$ cat config.mk
export PLATFORM = sky130hd
export DESIGN_NAME = apb_timer_nch
export DESIGN_NICKNAME = d
export VERILOG_FILES = /design/src/rtl/apb_timer_nch.sv
export SDC_FILE = /design/constraint.sdc
export NUM_CORES = 1
export LEC_CHECK = 0
export CORE_ASPECT_RATIO = 1.75
export CORE_UTILIZATION = 40
export CTS_BUF_LIST = sky130_fd_sc_hd__clkbuf_16
export DETAILED_ROUTE_END_ITERATION = 6
export MAX_ROUTING_LAYER = met4
export SETUP_SLACK_MARGIN = 0.1
export SLEW_MARGIN = 30
export SYNTH_ARGS = -nofsm -noshare
export SYNTH_HDL_FRONTEND = slang
export SYNTH_SLANG_ARGS = --single-unit
$ cat constraint.sdc
create_clock -name pclk -period 3.65 [get_ports pclk]
set_clock_uncertainty 0.1 [all_clocks]
set_input_delay 0.73 -clock pclk [delete_from_list [all_inputs] [get_ports pclk]]
set_output_delay 0.73 -clock pclk [all_outputs]
set_load 0.05 [all_outputs]
$ cat src/rtl/apb_timer_nch.sv
// N-channel APB down-counter timer with per-channel reload, free-run/user/one-shot modes,
// maskable level interrupts and ETB start/stop/expiry triggers.
module apb_timer_nch #(
  parameter int NUM_CH = 4,
  parameter int CNT_W  = 32
) (
  input  logic              pclk,
  input  logic              presetn,
  input  logic              psel,
  input  logic              penable,
  input  logic              pwrite,
  input  logic [7:0]        paddr,
  input  logic [31:0]       pwdata,
  output logic [31:0]       prdata,
  input  logic [NUM_CH-1:0] etb_trig_en_on,
  input  logic [NUM_CH-1:0] etb_trig_en_off,
  output logic [NUM_CH-1:0] tim_etb_trig,
  output logic [NUM_CH-1:0] intr,
  input  logic              scan_mode
);

  logic [NUM_CH-1:0][CNT_W-1:0] load_q, load_d, cur_q, cur_d;
  logic [NUM_CH-1:0]            en_q, en_d, mode_q, mode_d, mask_q, mask_d;
  logic [NUM_CH-1:0]            oneshot_q, oneshot_d, raw_q, raw_d;
  logic [NUM_CH-1:0]            trig_q, trig_d, start_q, start_d;
  logic [NUM_CH-1:0]            ch_hit_s, ld_wr_s, ctrl_wr_s, eoi_clr_s, expire_s;
  logic [NUM_CH-1:0][31:0]      ch_rd_s;
  logic                         wr_s, rd_acc_s, eoi_all_s;
  logic                         unused_s;

  assign wr_s      = psel & penable & pwrite;
  assign rd_acc_s  = psel & penable & ~pwrite;
  assign eoi_all_s = rd_acc_s & (paddr[7:2] == 6'h21);
  assign unused_s  = ^{scan_mode, pwdata, paddr[1:0]};

  // Address decode and per-channel read values.
  always_comb begin
    ch_hit_s  = '0;
    ld_wr_s   = '0;
    ctrl_wr_s = '0;
    eoi_clr_s = '0;
    ch_rd_s   = '0;
    for (int i = 0; i < NUM_CH; i++) begin
      ch_hit_s[i]  = ~paddr[7] & (paddr[6:4] == 3'(i));
      ld_wr_s[i]   = wr_s & ch_hit_s[i] & (paddr[3:2] == 2'd0);
      ctrl_wr_s[i] = wr_s & ch_hit_s[i] & (paddr[3:2] == 2'd2);
      eoi_clr_s[i] = (rd_acc_s & ch_hit_s[i] & (paddr[3:2] == 2'd3)) | eoi_all_s;
      case (paddr[3:2])
        2'd0:    ch_rd_s[i] = 32'(load_q[i]);
        2'd1:    ch_rd_s[i] = 32'(cur_q[i]);
        2'd2:    ch_rd_s[i] = {28'h0, oneshot_q[i], mask_q[i], mode_q[i], en_q[i]};
        2'd3:    ch_rd_s[i] = {31'h0, raw_q[i]};
        default: ch_rd_s[i] = 32'h0;
      endcase
    end
  end

  // Per-channel next state: control, enable arbitration, counter and raw flag.
  always_comb begin
    load_d    = load_q;
    cur_d     = cur_q;
    en_d      = en_q;
    mode_d    = mode_q;
    mask_d    = mask_q;
    oneshot_d = oneshot_q;
    raw_d     = raw_q;
    trig_d    = '0;
    start_d   = '0;
    expire_s  = '0;
    for (int i = 0; i < NUM_CH; i++) begin
      // start_q marks the load edge right after EN rises; it suppresses expiry on that edge.
      expire_s[i] = en_q[i] & ~start_q[i] & (cur_q[i] == {CNT_W{1'b0}});

      if (ld_wr_s[i]) load_d[i] = pwdata[CNT_W-1:0];
      else            load_d[i] = load_q[i];

      if (ctrl_wr_s[i]) begin
        mode_d[i]    = pwdata[1];
        mask_d[i]    = pwdata[2];
        oneshot_d[i] = pwdata[3];
      end else begin
        mode_d[i]    = mode_q[i];
        mask_d[i]    = mask_q[i];
        oneshot_d[i] = oneshot_q[i];
      end

      if (etb_trig_en_off[i])                 en_d[i] = 1'b0;
      else if (etb_trig_en_on[i])             en_d[i] = 1'b1;
      else if (ctrl_wr_s[i])                  en_d[i] = pwdata[0];
      else if (expire_s[i] && oneshot_q[i])   en_d[i] = 1'b0;
      else                                    en_d[i] = en_q[i];
      start_d[i] = en_d[i] & ~en_q[i];

      if (!en_q[i])          cur_d[i] = cur_q[i];
      else if (start_q[i])   cur_d[i] = load_q[i];
      else if (expire_s[i]) begin
        if (oneshot_q[i])    cur_d[i] = {CNT_W{1'b0}};
        else if (mode_q[i])  cur_d[i] = load_q[i];
        else                 cur_d[i] = {CNT_W{1'b1}};
      end else               cur_d[i] = cur_q[i] - {{(CNT_W-1){1'b0}}, 1'b1};

      trig_d[i] = expire_s[i];
      if (expire_s[i])       raw_d[i] = 1'b1;
      else if (eoi_clr_s[i]) raw_d[i] = 1'b0;
      else                   raw_d[i] = raw_q[i];
    end
  end

  // State registers.
  always_ff @(posedge pclk or negedge presetn) begin
    if (!presetn) begin
      load_q    <= '0;
      cur_q     <= '0;
      en_q      <= '0;
      mode_q    <= '0;
      mask_q    <= '0;
      oneshot_q <= '0;
      raw_q     <= '0;
      trig_q    <= '0;
      start_q   <= '0;
    end else begin
      load_q    <= load_d;
      cur_q     <= cur_d;
      en_q      <= en_d;
      mode_q    <= mode_d;
      mask_q    <= mask_d;
      oneshot_q <= oneshot_d;
      raw_q     <= raw_d;
      trig_q    <= trig_d;
      start_q   <= start_d;
    end
  end

  // Read mux; global and channel windows are disjoint, so channel hits are OR-ed in.
  always_comb begin
    prdata = 32'h0;
    if (psel && !pwrite) begin
      case (paddr[7:2])
        6'h20, 6'h21: prdata = 32'(raw_q & ~mask_q);
        6'h22:        prdata = 32'(raw_q);
        default:      prdata = 32'h0;
      endcase
      for (int i = 0; i < NUM_CH; i++) begin
        prdata = prdata | (ch_hit_s[i] ? ch_rd_s[i] : 32'h0);
      end
    end else begin
      prdata = 32'h0;
    end
  end

  assign intr         = raw_q & ~mask_q;
  assign tim_etb_trig = trig_q;

endmodule
### Word-level counts from Yosys, hierarchy flattened

Index checks and enable logic that the tools add are counted.

| cells by class | value |
|---|---|
| eq/ne operators | 9 |
| muxes and demuxes | 51 |
| reductions and logical operators | 17 |
| $add $sub $neg | 4 |
| bitwise operators | 62 |

Operators with widths:

| kind | count |
|---|---|
| $mux 32 | 22 |
| $pmux 32 s4 | 4 |
| $logic_not 32->1 | 4 |
| $or 32x32->32 | 4 |
| $sub 32x1->32 const B | 4 |
| $pmux 32 s2 | 1 |
| $and 1x1->1 | 40 |
| $and 4x32->32 | 1 |
| $not 4->32 | 1 |
| $mux 1 | 24 |
| $eq 6x6->1 const B | 3 |
| $not 1->1 | 10 |
| $reduce_bool 2->1 | 4 |
| $eq 3x2->1 const B | 2 |
| $logic_and 1x1->1 | 5 |
| $and 4x4->4 | 1 |
| $eq 2x2->1 const B | 2 |
| $not 4->4 | 1 |
| $or 1x1->1 | 4 |
| $eq 3x1->1 const B | 1 |
| $logic_not 3->1 | 1 |
| $eq 2x1->1 const B | 1 |
| $logic_not 2->1 | 1 |
| $reduce_or 2->1 | 1 |
| $logic_not 1->1 | 1 |

| word-level totals | value |
|---|---|
| logic and storage cells | 170 |
| input port bits | 54 |
| output and inout port bits | 40 |
| register bits | 284 |

### Depth between registers and ports, before layout

Gate-level depths: netlist of the first run.

| depth | value |
|---|---|
| depth in word-level cells | 9 |
| depth in mapped cells | 11 |

### Least setup slack after synthesis of the first run

OpenSTA, ideal clock, no wires.

| timing path | value |
|---|---|
| path type | input port to output port |
| from | input paddr[2] |
| to | output prdata[0] |
| data arrival time | 2,985 ps |
| slack | -165 ps |
| stages | 7 |
| buffers on the path | 3 |
| cells stage by stage | clkbuf_1 clkbuf_1 buf_1 o21ai_0 o21ai_0 a22oi_1 a31oi_1 |

| on the way | value |
|---|---|
| longest elaborated chain between the ends | 9 |
| elaborated cells between the ends (all ways) | 23 |
| classes of those cells | 6 x eq/ne; 11 x mux; 4 x bitwise; 2 x reduce/logical |

Ends and longest elaborated chain:

| what | RTL line | source |
|---|---|---|
| start, declared | 12 | `input logic [7:0] paddr,` |
| $eq 6x6->1 | 138 | `case (paddr[7:2])` |
| $reduce_or 2->1 | 138 |  |
| $pmux 32 s2 | 138 |  |
| $mux 32 | 137 | `if (psel && !pwrite) begin` |
| $or 32x32->32 (3 in a row) | 144 | `prdata = prdata \| (ch_hit_s[i] ? ch_rd_s[i] : 32'h0);` |
| $or 32x32->32 * | 144 |  |
| $mux 32 * | 137 |  |
| end, declared | 14 | `output logic [31:0] prdata,` |

Mark *: on every way between the ends. The rest lies on a longest branch, timed or not. The select of a mux whose other input is x is not followed.

### Worst setup path in the final report of the first run

| timing path | value |
|---|---|
| from | input paddr[3] |
| to | output prdata[1] |

Same word-level chain as after synthesis.

==> results of run 1 <==
-- layout make-up --
cell class,instances,area share [%]
diodes,4,0.0463
well taps,572,3.31
inverters,52,0.960
flip-flops and latches,284,32.9
clock inverters,23,0.573
multi-input cells,1492,48.1
repair buffers,211,10.8
clock buffers,29,3.36
-- through the flow --
stage	area (um^2)	total power [W]	setup slack, ns	cells	utilization (%)
floorplan	18100	0.00561	0.131	1965	-
global placement	20500	0.00661	0.0227	2609	46.2
detailed placement	20500	0.00667	-0.00600	2609	46.2
CTS	21400	0.00952	0.0333	2661	48.2
finish	21600	0.00955	0.128	2667	48.7
global route	21600	0.00996	0.103	2665	48.7
-- Yosys cell counts (11+ instances only) --
cell	number	area (um^2)
a21oi_1	88	440
a221o_1	22	220
a22oi_1	18	135
a31oi_1	28	175
buf_1	20	75.1
clkbuf_1	101	379
dfrtp_1	284	7110
inv_1	48	180
mux2_2	136	1530
mux2i_1	137	1370
nand2_1	134	503
nand2b_1	19	119
nand3_1	36	180
nor2_1	177	664
nor2b_1	12	75.1
nor3_1	64	320
nor4_1	32	200
o211ai_1	21	158
o21a_1	13	97.6
o21ai_0	152	761
o21ai_1	12	60.1
o221ai_1	12	105
o22ai_1	77	482
o31a_1	30	263
or3_1	21	131
or4_1	11	82.6
xnor2_1	36	315
xor2_1	29	254
-- layer usage --
layer	track usage [%]	share of wire, %	vias to the layer above
li1	-	-	7545
met1	37.7	37	8610
met2	54.8	49	765
met3	4.41	6.0	225
met4	24.5	8.8	0
met5	-	0	-
-- cell usage in the layout, fill, tap and decap left out, types with 10 or more instances in the layout --
cell	n
mux2i_1	137
mux2_2	136
nand4_1	10
o21ai_1	12
or3_1	21
o31a_1	30
o21a_1	13
o21ai_0	152
o22ai_2	22
nor2_1	177
o211ai_1	21
nor3_1	64
a221o_1	22
dfrtp_1	284
nand2_1	133
nand3b_1	10
xor2_1	29
nand3_1	36
inv_1	59
nor2b_1	11
buf_12	45
a22oi_1	18
nor4_1	31
clkdlybuf4s50_1	54
a21oi_1	88
o22ai_1	53
a31oi_1	24
xnor2_1	36
nand2b_1	19
buf_4	105
or4_1	11
o221ai_1	12
clkbuf_16	31
a211oi_1	10
-- power groups by stage --
stage	sequential (W)	combinational, W	clock (W)
after CTS	0.00422	0.00241	0.00289
after detailed placement	0.00428	0.00239	0
after global placement	0.00426	0.00235	0
final	0.00424	0.00245	0.00285
after global routing	0.00431	0.00265	0.00301
after floorplan	0.00399	0.00161	0
-- worst paths after layout --
check	from	end	cells after the start
max in group asynchronous	presetn	cur_q[20]	3
hold reg to reg	load_q[107]	load_q[107]	1
setup reg to reg	cur_q[64]	cur_q[88]	8
setup / recovery	paddr[3]	prdata[1]	7
hold / removal	presetn	cur_q[115]	1
min in group pclk	load_q[107]	load_q[107]	1
-- registers in the layout (all words and copies together) (netlist names) --
name	flops
cur_q	128
en_q	4
load_q	128
mask_q	4
mode_q	4
oneshot_q	4
raw_q	4
start_q	4
tim_etb_trig	4
-- cell families after synthesis --
kind of cell             after synthesis
XOR/XNOR                              65
multiplexers                         274
AO/OA/AOI/OAI                        564
AND/OR/NAND/NOR                      585
buffers and inverters                189
adder cells (fa/ha/maj)                4
flip-flops                           284
-- timing repair --
action                                 CTS  global route
setup endpoints to repair               16            30
cloned                                   0             2
endpoints found under the hold margin    0             0
gates resized for setup                  3            31
pin swaps                                0             8
==> impl_metrics.csv, run 1 <==
group,metric,value,unit
run_status,status,"complete, no violations",
cts,root_buffer,"clkbuf_16",
timing,rsz0062_at_grt,"no",
power_and_ir_drop,ir_worst_vdd,0.000370,V
floorplan,std_cell_rows,102,
timing,hold_viol_final,0,
timing,holdWs,0.0122,ns
timing,finalSetupTns,0,ns
synth,synth_xor_area_share,3.15,%
cts,cts_tree,"yes",
timing,fin_crit_sh,96.5,%
final_layout,drive_gt1_share,18.5,%
detailed_routing,vias_per_cell,6.43,
flow_run,maxCapViolCount,0,
synth,ys_ff_latch,284,
global_route,grt_overflow,0,
power_and_ir_drop,switching_share,36.2,%
power_and_ir_drop,seqPwrFrac,44.5,%
synth,mappedNetlistArea,0.0181,mm^2
floorplan,dieWidth,163,um
timing,fin_crit,3.52,ns
detailed_routing,wl_per_cell,28.1,um
critical_path,start_kind,"input port",
detailed_routing,antenna_left,0,
floorplan,dieArea,0.0460,mm^2
synth,synth-adder-area-share,0.277,%
power_and_ir_drop,power.internal,0.00609,W
floorplan,initial_core_util,40.7,%
synth,synth_cell_type_count,89,
critical_path,arrival,2.69,ns
critical_path,cp_slowest_cell,"o21ai_0",
cts,cts_sinks,284,
cts,cts_max_level,1,
synth,yosysWarnings,0,
critical_path,crit_required,2.82,ns
global_route,grt_pass1_wl,112000,um
min_path,hp-class,"input port to asynchronous set/reset pin",
critical_path,crit_fanout,8,
critical_path,cp-end-kind,"output pin",
critical_path,crit_top_cell,"buf_4",
cts,cts_buffers,29,
critical_path,critical_path.top_delay_family,"buffers and inverters",
timing,maxSlewViolCount,0,
final_layout,n_fill_cell,4272,
placement,port-buffer-count,90,
detailed_routing,first_iter_violations,1389,
power_and_ir_drop,power_frac_clock,29.8,%
detailed_routing,wl,75000,um
global_route,track_usage,33.7,%
timing,relSlewSlack,41.7,%
synth,synth-compound-area-share,20.5,%
power_and_ir_drop,power_switching,0.00346,W
synth,synth-edff-count,0,
floorplan,core-area,0.0444,mm^2
synth,synthCells,1965,
critical_path,critical_path_class,"input port to output pin",
detailed_routing,vias,17145,
timing,setup_viol,0,
final_layout,multi_input_area,0.0104,mm^2
timing,timing.fmax,0.284,GHz
final_layout,fin_nets,2128,
cts,clock_latency,0.59,ns
cts,postCtsSetupBuffers,0,
synth,synth_top_family_by_area,"compound AO/OA/AOI/OAI gates",
cts,clk_pin_slew,0.06,ns
critical_path,cp_num_buf_inv,4,
detailed_routing,firstDrtPassIters,6,
floorplan,fp.dieH,283,um
placement,dp_hpwl,54600,um
synth,synth_nets,2023,
synth,ys.flop_type,"dfrtp_1",
placement,gp_congestion,0.961,
power_and_ir_drop,comb_power_share,25.7,%
power_and_ir_drop,p_leak,9.11,nW
critical_path,crit_chain,"clkdlybuf4s50_1, buf_4, buf_4, o21ai_0, a32oi_1, a31oi_2, buf_12",
cts,postCtsHoldBufs,0,
detailed_routing,drc_errors,0,
synth,synth.avg_cell_area,9.19,um^2
critical_path,ff2ff_setup_slack,0.50,ns
timing,worst_pin_slew,0.872,ns
synth,synth_mux_area_share,16.2,%
critical_path,max_stage_delay,0.52,ns
synth,async_reset_ff_share,100,%
synth,synthSimpleGateAreaFrac,16.2,%
global_route,antenna_found_initial,2,
power_and_ir_drop,power_density,441,mW/mm^2
final_layout,register_area,0.00711,mm^2
synth,ys_seq_area_share,39.4,%
global_route,grt_start_max_net_pins,81,
cts,cts_max_path_buffers,3,
global_route,grt_pass1_vias,17006,
final_layout,syn_to_final_growth,19.8,%
floorplan,pin_count,94,
(Power assumes the default switching activity.)
==> run 2: changes to the inputs <==
- ABC_CLOCK_PERIOD_IN_PS: not set -> 3650
==> results of run 2 <==
The final DEF is identical to that of run 1; final timing and power are the same.
